## src/rtl/core_pkg.sv

```systemverilog
// Shared core definitions: datapath width, divide opcodes (shared with the
// decoder) and the divider state encoding.
package core_pkg;

  localparam int XLEN = 32;

  localparam logic [2:0] DIV_OP_DIV  = 3'b100;
  localparam logic [2:0] DIV_OP_DIVU = 3'b101;
  localparam logic [2:0] DIV_OP_REM  = 3'b110;
  localparam logic [2:0] DIV_OP_REMU = 3'b111;

  typedef enum logic [1:0] {
    DIV_IDLE = 2'd0,
    DIV_CALC = 2'd1,
    DIV_FIN  = 2'd2
  } div_state_e;

endpackage

```

## src/rtl/div_unit.sv

```systemverilog
// Multi-cycle DIV/DIVU/REM/REMU unit: radix-2 restoring division on operand
// magnitudes, one quotient bit per clock, sign fix-up in the final cycle.
//
// state    | meaning
// DIV_IDLE | waiting for a legal div_start; special cases resolved here
// DIV_CALC | one restoring iteration per cycle, XLEN iterations
// DIV_FIN  | apply sign correction, pulse done, return to idle
module div_unit #(
  parameter int XLEN  = core_pkg::XLEN,
  parameter int CNT_W = 6
) (
  input  logic            clk,
  input  logic            rst_n,
  input  logic            div_start,
  input  logic [2:0]      div_op,
  input  logic [XLEN-1:0] dividend,
  input  logic [XLEN-1:0] divisor,
  input  logic [4:0]      rd_in,
  input  logic            flush,
  output logic            busy,
  output logic            done,
  output logic [XLEN-1:0] result,
  output logic [4:0]      rd_out,
  output logic            wb_en
);
  import core_pkg::*;

  localparam logic [XLEN-1:0] MOST_NEG = {1'b1, {(XLEN-1){1'b0}}};

  function automatic logic [XLEN-1:0] cond_neg(input logic [XLEN-1:0] v, input logic en);
    return en ? (~v + 1'b1) : v;
  endfunction

  div_state_e       state;
  logic [CNT_W-1:0] count;
  logic [XLEN-1:0]  rem_r;
  logic [XLEN-1:0]  quo_r;
  logic [XLEN-1:0]  dvsr_r;
  logic             is_rem_r;
  logic             neg_q_r;
  logic             neg_r_r;
  logic [4:0]       rd_r;

  logic            is_signed;
  logic            a_neg;
  logic            b_neg;
  logic [XLEN-1:0] a_abs;
  logic [XLEN-1:0] b_abs;
  logic            is_ovf;
  logic [XLEN:0]   r_shift;
  logic            trial_ok;
  logic [XLEN-1:0] rem_next;

  always_comb begin
    is_signed = ~div_op[0];
    a_neg     = is_signed & dividend[XLEN-1];
    b_neg     = is_signed & divisor[XLEN-1];
    a_abs     = cond_neg(dividend, a_neg);
    b_abs     = cond_neg(divisor, b_neg);
    is_ovf    = is_signed && (dividend == MOST_NEG) && (divisor == '1);
  end

  // R grows to XLEN+1 bits after the shift when the divisor is large, so the
  // trial subtract is done at XLEN+1 bits and only the kept value is truncated.
  always_comb begin
    r_shift  = {rem_r, quo_r[XLEN-1]};
    trial_ok = r_shift >= {1'b0, dvsr_r};
    rem_next = trial_ok ? XLEN'(r_shift - {1'b0, dvsr_r}) : r_shift[XLEN-1:0];
  end

  assign busy = (state != DIV_IDLE);

  always_ff @(posedge clk) begin
    if (!rst_n) begin
      state    <= DIV_IDLE;
      count    <= '0;
      rem_r    <= '0;
      quo_r    <= '0;
      dvsr_r   <= '0;
      is_rem_r <= 1'b0;
      neg_q_r  <= 1'b0;
      neg_r_r  <= 1'b0;
      rd_r     <= '0;
      done     <= 1'b0;
      wb_en    <= 1'b0;
      result   <= '0;
      rd_out   <= '0;
    end else begin
      done  <= 1'b0;
      wb_en <= 1'b0;
      case (state)
        DIV_IDLE: begin
          if (div_start && div_op[2] && !flush) begin
            is_rem_r <= div_op[1];
            rd_r     <= rd_in;
            count    <= '0;
            dvsr_r   <= b_abs;
            if (divisor == '0) begin
              quo_r   <= '1;
              rem_r   <= dividend;
              neg_q_r <= 1'b0;
              neg_r_r <= 1'b0;
              state   <= DIV_FIN;
            end else if (is_ovf) begin
              quo_r   <= MOST_NEG;
              rem_r   <= '0;
              neg_q_r <= 1'b0;
              neg_r_r <= 1'b0;
              state   <= DIV_FIN;
            end else begin
              quo_r   <= a_abs;
              rem_r   <= '0;
              neg_q_r <= a_neg ^ b_neg;
              neg_r_r <= a_neg;
              state   <= DIV_CALC;
            end
          end
        end
        DIV_CALC: begin
          if (flush) begin
            state <= DIV_IDLE;
          end else begin
            quo_r <= {quo_r[XLEN-2:0], trial_ok};
            rem_r <= rem_next;
            count <= count + 1'b1;
            if (count == CNT_W'(XLEN-1)) state <= DIV_FIN;
          end
        end
        DIV_FIN: begin
          state <= DIV_IDLE;
          if (!flush) begin
            done   <= 1'b1;
            wb_en  <= (rd_r != 5'd0);
            rd_out <= rd_r;
            result <= is_rem_r ? cond_neg(rem_r, neg_r_r) : cond_neg(quo_r, neg_q_r);
          end
        end
        default: state <= DIV_IDLE;
      endcase
    end
  end

endmodule
```

## config.mk

```make
export PLATFORM = sky130hd
export DESIGN_NAME = div_unit
export DESIGN_NICKNAME = d
export VERILOG_FILES = /design/src/rtl/core_pkg.sv /design/src/rtl/div_unit.sv
export SDC_FILE = /design/constraint.sdc
export NUM_CORES = 1
export LEC_CHECK = 0
export CAP_MARGIN = 0
export CORE_ASPECT_RATIO = 1.2
export CORE_MARGIN = 5
export CORE_UTILIZATION = 30
export DETAILED_ROUTE_END_ITERATION = 16
export PLACE_DENSITY_LB_ADDON = 0.3
export SLEW_MARGIN = 25
export SYNTH_ARGS = -nofsm -noshare
export SYNTH_HDL_FRONTEND = slang
export SYNTH_SLANG_ARGS = --single-unit
```

## constraint.sdc

```tcl
create_clock -name clk -period 3.4 [get_ports clk]
set_clock_uncertainty 0.1 [all_clocks]
set_input_delay 1.02 -clock clk [delete_from_list [all_inputs] [get_ports clk]]
set_output_delay 1.02 -clock clk [all_outputs]
set_load 0.05 [all_outputs]
```

==> results.txt, run 1 <==
----------------------------------------------------
[Cells and area]
  Area growth from synthesis to final layout ... 33.5%
  Share of layout cells above drive strength 1 ... roughly 16%
  Antenna cells ... 0
  Count of nets after finishing ... 1832

[Synthesis]
  Number of warnings reported in the yosys synthesis log ... 0
  Avg Cell Area, Syn ... between 7 and 8 um2
  Leading register cell type out of synthesis ... dfxtp_1
  Net count of the mapped netlist ... about 1600
  Number of flops mapped to enable cells by yosys ... 0
  Sequential element share of the synthesized area ... a little over a quarter
  Count of cell types in the netlist ... 66
  Flip-flop and latch count after synthesis ... approximately 150
  Summed instance area of the synthesized netlist ... 11100 um2
  Count of mapped cells out of synthesis ... around 1500
  Async SR Flop Fraction ... 0%

[Worst setup path]
  Combined buffer and inverter count along the critical path ... 3
  Sort of element at the end of the critical path ... flip-flop
  Maximum net fanout on the critical path ... 10
  Cell occurring most often along the worst timing path ... buf_4
  Worst endpoint required time ... ~3.6 ns
  Worst Reg2Reg Path Length in Cells ... 13
  Cell type group with the largest total delay on the critical path ... simple AND/OR/NAND/NOR gates
  RR Startpoint ... quo_r[31]$_SDFFE_PN0P_
  Slowest stage delay, CP ... between 0.5 and 0.6 ns
  Highest-delay cell along the critical path ... or4_4
  Launch point of the critical path ... dividend[9]
  R2R setup slack ... 0.21 ns
  Arrival time at the worst endpoint ... roughly 3.5 ns
  WS Path Type ... input port to flip-flop
  Reg-to-reg endpoint ... rem_r[28]$_SDFFE_PN0P_
  Startpoint type of the worst setup path ... input port
  Cells traversed along the worst timing path ... clkdlybuf4s50_1, or4_4, nor4_2, buf_4, nand3_2, nor3_2, and4_2, buf_4, nor2_1, o221ai_1, a21boi_0

[CTS]
  TritonCTS clock tree ... built
  Bufs on Longest Clock Path ... 2
  Maximum level of the CTS H-tree ... 4
  Post-CTS Hold Fix Bufs ... 0
  Clock sink count ... 151
  CTS root buffer ... clkbuf_16
  Number of buffers created by CTS ... 17
  Worst-Skew Late Latency ... between 0.4 and 0.5 ns
  Register clock-pin slew on the reported worst setup and hold paths ... approximately 0.060 ns

[Detailed routing]
  Final wirelength ... about 38000 um
  Ratio of routed vias to standard cells ... 5.28
  WL per Instance ... ~17 um
  Detailed Routing Iterations Pass 1 ... 5
  DRC violation total after the first TritonRoute iteration ... a little under 800
  Total DRC errors in the routed layout ... 0
  Antenna Violating Nets Remaining ... 0
  Total vias in the final route ... about 12000

[Power]
  Overall power after layout ... between 6000 and 7000 uW
  Power per standard cell area ... around 400 nW/um2
  Leakage component of the power ... 0.00601 uW
  Worst IR Drop VDD ... roughly 0.00040 V

[Global route]
  Vias in the first global route ... 11100
  Global-route wire length before repair ... about 60000 um
  Total track usage ... a little under a fifth
  Maximum number of pins on one net before global-route repair ... 97
  Total congestion overflow ... 0
  Met1 Usage GRT ... around a quarter
  Met2 track demand over resource ... between 30% and 40%
  Global-route met3 utilization ... approximately 2.3%
  Global-route layer with the greatest usage ... met2
  Antenna violations before repair ... 1

[Timing]
  Slew Limit Fails ... 0
  F_max ... 304 MHz
  Number of setup violations in the final report ... 0
  Crit path time final ... 3.28 ns
  Least-Margin Pin Slew ... between 0.9 and 1 ns
  Final number of hold-violating endpoints ... 0
  Worst-case headroom to the max-slew limit ... 36.9%
  Fin Hold WS ... roughly 0.35 ns
  Final worst-path cycle share ... 96.6%

[Place]
  DPL Wire Length ... approximately 30000 um
  Number of port buffers ... between 100 and 150
  Routability Congestion ... 0.950

[Run]
  Count of max-cap constraint violations ... 0

[Hold path]
  Worst hold-check path type ... flip-flop to flip-flop
  End point of the most critical hold path ... result[17]$_SDFFE_PN0P_
  Worst Hold Depth ... 2
  Startpoint of the tightest hold check path ... result[17]$_SDFFE_PN0P_

[Run status]
  Result of the run ... finished, final reports clean

[Die]
  Number of primary I/O pins ... about 120
  Total core area ... ~37000 um2
  Die X-Extent ... between 150 and 200 um
  Overall die height ... 220 um
  Die footprint ... between 40000 and 50000 um2
  Placement row count ... 77
  Initial Utilization ... between 30% and 40%

----------------------------------------------------
[stage by stage]
stage	cell area (um2)	setup TNS [ns]	cells	util [%]	setup WS [ns]
final	14800	0	2204	40.4	0.116
after global routing	14800	-0.0330	2204	40.4	-0.0253
after CTS	14700	0	2204	40.1	0.00436
after detailed placement	14000	-29.78	2172	38.2	-0.577
after global placement	14000	-26.19	2172	38.2	-0.524
after floorplan	11100	-0.0417	1489	-	-0.0279
[sequential cells by signal (all words and copies together), names as in the netlist]
name and flops:
result 32, quo_r 32, rem_r 32, count 6
rd_r 5, rd_out 5, state 2, dvsr_r 32
done 1, wb_en 1, neg_q_r 1, is_rem_r 1
neg_r_r 1
[Yosys cell counts (all sizes together) (18+ instances only)]
| library cell | n | area, um2 |
|---|---|---|
| a21oi | 164 | 821 |
| a31oi | 26 | 163 |
| buf | 20 | 91.3 |
| clkbuf | 83 | 312 |
| dfxtp | 151 | 3020 |
| ha | 38 | 475 |
| inv | 58 | 218 |
| nand2 | 161 | 604 |
| nand3 | 29 | 145 |
| nand4 | 18 | 113 |
| nor2 | 87 | 327 |
| nor3 | 45 | 225 |
| o211a | 29 | 290 |
| o211ai | 26 | 195 |
| o21ai | 143 | 716 |
| o31ai | 33 | 280 |
| or3 | 19 | 124 |
| xnor2 | 65 | 569 |
| xor2 | 72 | 631 |
[report_power, final]
group	internal, uW	leakage, uW	switching (uW)
Clock	1310	0.000308	814
Combinational	906	0.00447	1060
Sequential	1840	0.00123	98.3
Total	4060	0.00601	1970
[repair_timing]
item / in CTS / in global routing
gates resized for setup: 4 / 27
setup endpoints to repair: 22 / 48
buffers inserted: 0 / 0
gates cloned: 0 / 0
pin swaps: 1 / 13
[layout make-up]
| type | count | area (um2) |
|---|---|---|
| Tap cell | 474 | 593 |
| Fill cell | 3832 | 21800 |
| Timing Repair Buffer | 312 | 2730 |
| Sequential cell | 151 | 3030 |
| Multi-Input combinational cell | 1177 | 7550 |
| Inverter | 58 | 218 |
| Clock buffer | 21 | 480 |
| Clock inverter | 11 | 169 |
[routing by layer]
| metal | vias to the layer above | wire (um) |
|---|---|---|
| met5 | - | 0 |
| met4 | 0 | 1020 |
| met3 | 48 | 1610 |
| met2 | 271 | 18000 |
| met1 | 5452 | 17200 |
| li1 | 5875 | - |
[placed cells by master, fill, tap and decap left out, drive strengths merged, types with 5 or more instances in the layout]
cell type | Yosys | layout
clkbuf | 83 | 21
a211oi | 12 | 12
or3 | 19 | 19
nor3 | 45 | 45
o211ai | 26 | 26
xor2 | 72 | 72
nand3 | 29 | 29
a221oi | 12 | 12
clkdlybuf4s50 | 0 | 106
ha | 38 | 38
a31oi | 26 | 26
o41ai | 15 | 15
nand4 | 18 | 18
xnor2 | 65 | 65
and3 | 14 | 14
buf | 20 | 198
mux2 | 5 | 5
inv | 58 | 59
nor4 | 16 | 16
nor2b | 13 | 13
a21oi | 164 | 164
nand2b | 15 | 15
mux2i | 5 | 5
dlymetal6s2s | 0 | 8
nand2 | 161 | 161
nor2 | 87 | 87
or4 | 16 | 16
a21boi | 16 | 16
o31ai | 33 | 33
and2 | 9 | 9
o211a | 29 | 29
or2 | 10 | 10
a21o | 16 | 16
o21ai | 143 | 143
dfxtp | 151 | 151
[worst min-delay path: stages, from the launching register on]
cell and delay [ns]:
dfxtp_1 0.31, nand2_1 0.05, a21oi_1 0.05
[cell families after synthesis]
group	count (synthesis)	synth area share, %
AOI/OAI and AO/OA	528	30.4
and+or+nand+nor	463	20.4
buffers and inverters	161	5.61
DFF	151	27.3
xor gates and xnor gates	137	10.8
adders and majority gates	39	4.48
muxes	10	0.961
[worst max-delay path by stage]
stage                                    to  depth (start not counted)  slack [ns]
floorplan           dvsr_r[29]$_SDFFE_PN0P_                          9       -0.03
global placement    dvsr_r[28]$_SDFFE_PN0P_                         10       -0.52
detailed placement    state[1]$_SDFFE_PN0P_                         11       -0.58
CTS                 dvsr_r[28]$_SDFFE_PN0P_                         10       0.004
global route          state[1]$_SDFFE_PN0P_                         11       -0.03
finish                quo_r[9]$_SDFFE_PN0P_                         11        0.12
(Power assumes the default switching activity.)
==> inputs of run 2 (changes only) <==
--- a/config.mk
+++ b/config.mk
@@ -11,6 +11,7 @@
 export CORE_UTILIZATION = 30
 export DETAILED_ROUTE_END_ITERATION = 16
 export PLACE_DENSITY_LB_ADDON = 0.3
+export SKIP_LAST_GASP = 1
 export SLEW_MARGIN = 25
 export SYNTH_ARGS = -nofsm -noshare
 export SYNTH_HDL_FRONTEND = slang
==> results of run 2 <==
Final layout, timing and power as in run 1 (identical DEF).
==> inputs of run 3 (changes only) <==
--- a/config.mk
+++ b/config.mk
@@ -8,7 +8,7 @@
 export CAP_MARGIN = 0
 export CORE_ASPECT_RATIO = 1.2
 export CORE_MARGIN = 5
-export CORE_UTILIZATION = 30
+export CORE_UTILIZATION = 45
 export DETAILED_ROUTE_END_ITERATION = 16
 export PLACE_DENSITY_LB_ADDON = 0.3
 export SKIP_LAST_GASP = 1
==> constraint.sdc (replaced) <==
create_clock -name clk -period 4.2 [get_ports clk]
set_clock_uncertainty 0.1 [all_clocks]
set_input_delay 1.26 -clock clk [delete_from_list [all_inputs] [get_ports clk]]
set_output_delay 1.26 -clock clk [all_outputs]
set_load 0.05 [all_outputs]
==> run 3 against run 2 <==
Against the previous run: power shrank 26%; global-route usage grew 5.4 points; die area shrank 32%; flip-flop and latch count is the same; register-to-register slack gained 0.50 ns; sequential power shrank 19%; critical endpoint is now dvsr_r[28]$_SDFFE_PN0P_; highest routed layer unchanged.
==> results.txt, run 3 (synthesized netlist as in run 1, its figures left out) <==
----------------------------------------------------
[Detailed routing]
  Total vias in the final route ... 11300
  WL per Instance ... about 18 um
  DRC violation total after the first TritonRoute iteration ... about 800
  Detailed Routing Iterations Pass 1 ... 5
  Final wirelength ... 34300 um
  Antenna Violating Nets Remaining ... 0
  Ratio of routed vias to standard cells ... 5.87
  Total DRC errors in the routed layout ... 0

[Die]
  Die X-Extent ... between 150 and 200 um
  Overall die height ... between 150 and 200 um
  Number of primary I/O pins ... around 120
  Initial Utilization ... around 46%
  Total core area ... around 24000 um2
  Placement row count ... 62
  Die footprint ... ~28000 um2

[Cells and area]
  Share of layout cells above drive strength 1 ... under 10%
  Storage cell area ... about 3000 um2
  Count of nets after finishing ... 1706
  Fill cells ... 2294
  Area growth from synthesis to final layout ... 21.2%
  Antenna cells ... 0
  Leading cell type in the layout, fill and taps excluded ... a21oi_1
  Commonest cells after routing, fill and taps aside ... a21oi_1, nand2_1, dfxtp_1, o21ai_0, clkdlybuf4s50_1
  Non-Filler Instances ... a little under 2000
  Area used by multi-input combinational logic ... 7450 um2

[Global route]
  Antenna violations before repair ... 0
  Global-route wire length before repair ... about 55000 um
  Total track usage ... between 20% and 30%
  Maximum number of pins on one net before global-route repair ... 101
  Vias in the first global route ... 10600
  Total congestion overflow ... 0

[Timing]
  Final number of hold-violating endpoints ... 0
  Worst-case headroom to the max-slew limit ... between 30 and 40%
  Crit path time final ... about 3.7 ns
  Slew Limit Fails ... 0
  Total Neg Setup Slack ... 0 ns
  RSZ-0062 raised after global routing ... false
  Least-Margin Pin Slew ... 0.910 ns
  Final Worst Setup Slack ... 0.467 ns
  F_max ... ~270 MHz
  Final worst-path cycle share ... slightly below 90%
  Number of setup violations in the final report ... 0

[Worst setup path]
  WS Path Type ... input port to flip-flop
  Sort of element at the end of the critical path ... flip-flop
  Reg-to-reg endpoint ... rem_r[29]$_SDFFE_PN0P_
  Slowest stage delay, CP ... 0.55 ns
  R2R setup slack ... roughly 0.71 ns
  Maximum net fanout on the critical path ... 4
  Combined buffer and inverter count along the critical path ... 1
  Worst Reg2Reg Path Length in Cells ... 11
  Worst endpoint required time ... roughly 4.4 ns
  Highest-delay cell along the critical path ... or4_4
  RR Startpoint ... rem_r[22]$_SDFFE_PN0P_
  Arrival time at the worst endpoint ... 3.96 ns
  Cell type group with the largest total delay on the critical path ... simple AND/OR/NAND/NOR gates
  Cells traversed along the worst timing path ... clkdlybuf4s50_1, or4_4, nor4b_2, nand2b_1, or4_1, nor3_1, a21oi_1, xnor2_1, nand2_1, o211a_1
  Startpoint type of the worst setup path ... input port

[Hold path]
  Worst hold-check path type ... flip-flop to flip-flop
  Startpoint of the tightest hold check path ... result[31]$_SDFFE_PN0P_
  End point of the most critical hold path ... result[31]$_SDFFE_PN0P_
  Worst Hold Depth ... 2

[Power]
  Worst IR Drop VDD ... around 0.00025 V
  Psw ... ~1600 uW
  Internal Dissipation ... approximately 2900 uW
  Switching Share ... 34.9%
  Portion of total power attributed to sequential cells ... 35.4%
  Power per standard cell area ... between 300 and 400 nW/um2
  Leakage component of the power ... approximately 0.0053 uW
  Proportion of power drawn by the clock network ... between 30% and 40%
  Combinational share of power ... a little under a third

[CTS]
  Number of buffers created by CTS ... 17
  TritonCTS clock tree ... built
  Worst-Skew Late Latency ... 0.43 ns
  Post-CTS Hold Fix Bufs ... 0
  Maximum level of the CTS H-tree ... 4
  Setup Fix Bufs, Post-CTS ... 0
  Register clock-pin slew on the reported worst setup and hold paths ... about 0.070 ns
  CTS root buffer ... clkbuf_16
  Post-cts gate resize count ... 0
  Clock sink count ... between 150 and 200
  Bufs on Longest Clock Path ... 2

[Place]
  Routability Congestion ... between 1 and 1.5
  Number of port buffers ... between 100 and 150
  DPL Wire Length ... between 20000 and 30000 um
  Placed Cells incl. Taps ... roughly 1900
  Worst setup slack after placement ... between 0.02 and 0.025 ns

[Run status]
  Result of the run ... finished, final reports clean

[Run]
  Count of max-cap constraint violations ... 0

----------------------------------------------------
## run 3: power by group through the flow
stage	Clock [uW]	Combinational [uW]	Sequential, uW
after floorplan	0	934	1580
after global placement	0	1330	1610
after detailed placement	0	1340	1610
after CTS	1540	1350	1580
after global routing	1610	1500	1590
final	1530	1370	1580
## run 3: metal layers
| layer | vias to the layer above | global-route usage (%) | routed length (um) |
|---|---|---|---|
| li1 | 5623 | - | - |
| met1 | 5194 | 30.4 | 14800 |
| met2 | 387 | 39.7 | 16300 |
| met3 | 81 | 3.33 | 1890 |
| met4 | 0 | 10.4 | 1320 |
| met5 | - | 0 | 0 |
## run 3: worst max-delay path by stage
stage / from / to / slack [ns] / depth (start not counted)
3_3_place_gp: divisor[13] / dvsr_r[28]$_SDFFE_PN0P_ / 0.04 / 10
2_1_floorplan: divisor[7] / dvsr_r[29]$_SDFFE_PN0P_ / 0.53 / 9
6_report: divisor[13] / dvsr_r[28]$_SDFFE_PN0P_ / 0.47 / 10
5_1_grt: divisor[13] / rem_r[29]$_SDFFE_PN0P_ / 0.28 / 10
3_5_place_dp: divisor[13] / dvsr_r[28]$_SDFFE_PN0P_ / 0.02 / 10
4_1_cts: divisor[13] / dvsr_r[30]$_SDFFE_PN0P_ / 0.47 / 10
## run 3: tightest hold or removal path: cells and delay by family (launching register included)
| kind | cells | cell delay (ns) |
|---|---|---|
| flops | 1 | 0.31 |
| compound gates | 1 | 0.04 |
| simple gates | 1 | 0.05 |
## run 3: final cells by class
cell class | count | share of cell area, %
multi-input combinational | 1177 | 55.5
tap | 320 | 2.99
sequential | 151 | 22.6
clock buffer | 18 | 3.27
timing repair buffer | 186 | 13.0
clock inverter | 14 | 1.03
inverter | 58 | 1.62
## run 3: stage by stage
step	cell area, um2	hold slack, ns	total power, uW	utilization (%)
floorplan	11100	0.345	2510	-
global placement	12800	0.339	2940	53.2
detailed placement	12800	0.341	2960	53.2
CTS	13400	0.350	4480	55.6
global route	13400	0.368	4690	55.6
finish	13400	0.346	4480	55.6
